--- src/rtl/ahbl_to_axi_bridge.sv ---
// ahbl_to_axi_bridge: AHB-Lite slave that turns every accepted beat into one single-beat AXI3 access
module ahbl_to_axi_bridge #(
    parameter int ID_WIDTH = 5,
    parameter int AXI_ID   = 0
) (
    input  logic                HCLK,
    input  logic                HRESET,
    input  logic                HSEL,
    input  logic [31:0]         HADDR,
    input  logic [1:0]          HTRANS,
    input  logic                HWRITE,
    input  logic [2:0]          HSIZE,
    input  logic [2:0]          HBURST,
    input  logic [31:0]         HWDATA,
    input  logic                HREADY,
    output logic                HREADYOUT,
    output logic                HRESP,
    output logic [31:0]         HRDATA,
    output logic                AWVALID,
    input  logic                AWREADY,
    output logic [31:0]         AWADDR,
    output logic [ID_WIDTH-1:0] AWID,
    output logic [3:0]          AWLEN,
    output logic [2:0]          AWSIZE,
    output logic [1:0]          AWBURST,
    output logic                WVALID,
    input  logic                WREADY,
    output logic [31:0]         WDATA,
    output logic [3:0]          WSTRB,
    output logic                WLAST,
    input  logic                BVALID,
    output logic                BREADY,
    input  logic [1:0]          BRESP,
    input  logic [ID_WIDTH-1:0] BID,
    output logic                ARVALID,
    input  logic                ARREADY,
    output logic [31:0]         ARADDR,
    output logic [ID_WIDTH-1:0] ARID,
    output logic [3:0]          ARLEN,
    output logic [2:0]          ARSIZE,
    output logic [1:0]          ARBURST,
    input  logic                RVALID,
    output logic                RREADY,
    input  logic [31:0]         RDATA,
    input  logic [1:0]          RRESP,
    input  logic                RLAST,
    input  logic [ID_WIDTH-1:0] RID
);
    typedef enum logic [2:0] {IDLE, WR_DATA, WR_REQ, WR_RESP, RD_REQ, RD_RESP, ERR1, ERR2} state_t;
    state_t state, state_nx;
    logic accept, bad, aw_done, w_done, unused;
    logic [3:0] strb;

    assign unused = ^{HBURST, HTRANS[0], BRESP[0], BID, RRESP[0], RLAST, RID};
    assign accept = HSEL & HREADY & HTRANS[1] & (state == IDLE || state == ERR2);
    assign bad = (HSIZE > 3'b010) | (HSIZE == 3'b001 & HADDR[0]) | (HSIZE == 3'b010 & |HADDR[1:0]);
    assign strb = HSIZE == 3'b000 ? 4'b0001 << HADDR[1:0] : HSIZE == 3'b001 ? (HADDR[1] ? 4'b1100 : 4'b0011) : 4'b1111;
    // a valid that already handshook no longer holds up the exit from WR_REQ
    assign aw_done = ~AWVALID | AWREADY;
    assign w_done = ~WVALID | WREADY;

    assign HREADYOUT = state == IDLE || state == ERR2;
    assign HRESP = state == ERR1 || state == ERR2;
    assign BREADY = state == WR_RESP;
    assign ARVALID = state == RD_REQ;
    assign RREADY = state == RD_RESP;
    assign ARADDR = AWADDR;
    assign ARSIZE = AWSIZE;
    assign AWID = ID_WIDTH'(AXI_ID);
    assign ARID = ID_WIDTH'(AXI_ID);
    assign AWLEN = 4'd0;
    assign ARLEN = 4'd0;
    assign AWBURST = 2'b01;
    assign ARBURST = 2'b01;
    assign WLAST = 1'b1;

    always_comb begin
        state_nx = state;
        case (state)
            IDLE, ERR2: state_nx = !accept ? IDLE : bad ? ERR1 : HWRITE ? WR_DATA : RD_REQ;
            WR_DATA:    state_nx = WR_REQ;
            WR_REQ:     if (aw_done & w_done) state_nx = WR_RESP;
            WR_RESP:    if (BVALID) state_nx = BRESP[1] ? ERR1 : IDLE;
            RD_REQ:     if (ARREADY) state_nx = RD_RESP;
            RD_RESP:    if (RVALID) state_nx = RRESP[1] ? ERR1 : IDLE;
            ERR1:       state_nx = ERR2;
        endcase
    end

    always_ff @(posedge HCLK) begin
        if (HRESET) begin
            state   <= IDLE;
            AWADDR  <= 32'd0;
            AWSIZE  <= 3'd0;
            WSTRB   <= 4'd0;
            WDATA   <= 32'd0;
            HRDATA  <= 32'd0;
            AWVALID <= 1'b0;
            WVALID  <= 1'b0;
        end else begin
            state <= state_nx;
            if (accept) begin
                AWADDR <= HADDR;
                AWSIZE <= HSIZE;
                WSTRB  <= strb;
            end
            if (state == WR_DATA) WDATA <= HWDATA;
            AWVALID <= state == WR_DATA | (AWVALID & ~AWREADY);
            WVALID  <= state == WR_DATA | (WVALID & ~WREADY);
            if (state == RD_RESP && RVALID) HRDATA <= RDATA;
        end
    end
endmodule

--- config.mk ---
export PLATFORM = sky130hd
export DESIGN_NAME = ahbl_to_axi_bridge
export DESIGN_NICKNAME = d
export VERILOG_FILES = /design/src/rtl/ahbl_to_axi_bridge.sv
export SDC_FILE = /design/constraint.sdc
export NUM_CORES = 1
export LEC_CHECK = 0
export CAP_MARGIN = 10
export CORE_AREA = 2 2 115 117
export DETAILED_ROUTE_END_ITERATION = 8
export DIE_AREA = 0 0 117 119
export DONT_BUFFER_PORTS = 1
export HOLD_SLACK_MARGIN = 0.1
export REMOVE_ABC_BUFFERS = 1
export SLEW_MARGIN = 20
export SYNTH_ARGS = -nofsm -noshare
export SYNTH_HDL_FRONTEND = slang
export SYNTH_SLANG_ARGS = --single-unit
--- constraint.sdc ---
create_clock -name HCLK -period 4.1 [get_ports HCLK]
set_clock_uncertainty 0.1 [all_clocks]
set_input_delay 0.82 -clock HCLK [delete_from_list [all_inputs] [get_ports HCLK]]
set_output_delay 0.82 -clock HCLK [all_outputs]
set_load 0.03 [all_outputs]
==> flow_metrics.tcl <==
set metrics [dict create \
    synth_top_area_share_pct 49.1 \
    grt_max_degree 109 \
    maxCapViolCount 0 \
    grt_usage_pct 13.7 \
    nNetsFinal 634 \
    slew_viol_final 0 \
    firstDrtPassIters 4 \
    min_path_type "primary input to register" \
    yosysSeqAreaShare_pct 49.1 \
    final_cells 686 \
    drt_iter0_drc 126 \
    antenna_found_initial 0 \
    dieArea_um2 13900 \
    synth_top_cells_by_area "dfxtp_1 (49%), nand2_1 (17%), a21oi_1 (12%)" \
    root_buffer "clkbuf_16" \
    placement_rows 42 \
    powerDensity_nw_per_um2 658 \
    grt_overflow 0 \
    postSynth.asyncResetShare_pct 0 \
    syn_avg_cell_area_um2 7.76 \
    p_leak_nw 1.47 \
    synth_edf_count 0 \
    timing.fmax_mhz 392 \
    synthCells 567 \
    peakVddDrop_mv 0.235 \
    dp_cells 670 \
    synth_ff_type "dfxtp_1" \
    pin_count 297 \
    crit_type "register to output pin" \
    crit_fanout 18 \
    slew_headroom_pct 54.7 \
    vias_per_cell 4.81 \
    cts-resized-gates 0 \
    portBuffers 0 \
    drtAntennaViolNets 0 \
    cp-start-kind "register" \
    period_minus_slack_ns 2.55 \
    drive_gt1_share_pct 4.90 \
    critPathArrivalTime_ns 1.63 \
    area_growth_pct 0.796 \
    die_w_um 117 \
    path_clk_slew_ns 0.07 \
    tritoncts "yes" \
    period_share_pct 62.3 \
    vias 3298 \
    setup_viol 0 \
    cts_setup_buffers 0 \
    synth.distinct_cells 32 \
    synth-seq-cells 108 \
    hpwl_um 7220 \
    antenna_cells 0 \
    fp.dieH_um 119 \
    fillers 1370 \
    outcome "completed" \
    synth_most_common_cell "nand2_1" \
    routedWlPerCell_um 14.9 \
    worstSkewPairLatency_ns 0.34 \
    setup_tns_ns 0 \
    grt_pass1_wl_um 14800 \
    clock-sinks 108 \
    htreeDepth 3 \
    clock_path_buffers 2 \
    cts_inserted_buffers 9 \
    rsz0062_at_grt "no" \
    tightest_slew_ns 0.678 \
    final_hold_viol_count 0 \
    cts-hold-fix-buffers 0 \
    grt_pass1_vias 3019 \
    ys_warn_count 0 \
    syn_area_um2 4400 \
    start_util_pct 34.2 \
    routed_wl_um 10200 \
    synth.largest_area_cell "dfxtp_1" \
    gp_congestion 0.703 \
    end_kind "output pin" \
    core_area_um2 12900 \
    crit_required_ns 3.18 \
    yosys-top-cells-count "nand2_1 (202), dfxtp_1 (108), a21oi_1 (103), buf_4 (59), clkbuf_1 (28)" \
    drcViolationCount 0 \
]
-- stage by stage --
step	total power [W]	cell area, um2	setup WS, ns	hold slack, ns	util, %
after floorplan	0.00193	3880	1.98	0.478	-
after global placement	0.00205	4120	1.65	0.489	32.0
after detailed placement	0.00208	4130	1.61	0.492	32.1
after CTS	0.00296	4430	1.51	0.419	34.4
after global routing	0.00308	4440	1.41	0.424	34.5
final	0.00292	4440	1.55	0.437	34.5
-- layer usage --
layer / wire length, um / global-route usage [%] / share of wire [%]
met5: 0 / 0 / 0
met4: 328 / 7.94 / 3.2
met3: 1150 / 5.55 / 11
met2: 4800 / 22.9 / 47
met1: 3920 / 14.2 / 38
-- sequential cells by signal, indices dropped and copies added, names as in the netlist --
name / flops
WDATA: 32
AWVALID: 1
HRDATA: 32
state: 3
WSTRB: 4
ARSIZE: 3
WVALID: 1
ARADDR: 32
-- final timing paths --
check	start	to	slack, ns	cells past startpoint
min reg2reg	WDATA[6]	WDATA[6]	0.50	2
max	state[0]	HREADYOUT	1.55	2
max reg2reg	state[0]	state[0]	1.92	4
min	HRESET	ARADDR[0]	0.44	1
-- power breakdown --
group / total, W / switching, W / internal [W]
clock network: 0.000879 / 0.000386 / 0.000493
logic: 0.000462 / 0.000306 / 0.000156
registers: 0.00158 / 0.000408 / 0.00117
total: 0.00292 / 0.00110 / 0.00182
-- logic make-up (layout without fill, tap and decap cells) --
group | after synthesis | count (layout) | share of synthesized area (%)
simple gates | 234 | 234 | 21.6
buf+inv | 100 | 22 | 14.0
other cells | 2 | 23 | 0.171
flops | 108 | 108 | 49.1
compound gates | 123 | 123 | 15.2
-- cell usage in the layout (no fill, tap or decap), drive strengths merged, types with 2 or more instances in the layout --
| cell type | Yosys | layout |
|---|---|---|
| dfxtp | 108 | 108 |
| buf | 68 | 2 |
| conb | 2 | 23 |
| clkbuf | 28 | 11 |
| a21oi | 104 | 104 |
| a211o | 2 | 2 |
| nor2 | 10 | 10 |
| clkinv | 0 | 2 |
| o21ai | 6 | 6 |
| nor2b | 5 | 5 |
| nand3 | 3 | 3 |
| nand2 | 202 | 202 |
| nand2b | 2 | 2 |
| nor3 | 3 | 3 |
| and2 | 2 | 2 |
| inv | 4 | 5 |
| a211oi | 5 | 5 |
-- final cells by class --
cell class	instances	area (um2)	share of cell area (%)
Multi-Input combinational cell	380	1720	38.7
Inverter	4	15.0	0.338
Sequential cell	108	2160	48.7
Clock inverter	5	60.1	1.35
Tap cell	176	220	4.96
Clock buffer	11	243	5.47
Timing Repair Buffer	2	18.8	0.423
-- critical path, cell delays in order (launching register included) --
cell and delay [ns]:
dfxtp_1 0.69, nand3_1 0.28, nand2_1 0.32
(Power assumes the default switching activity.)
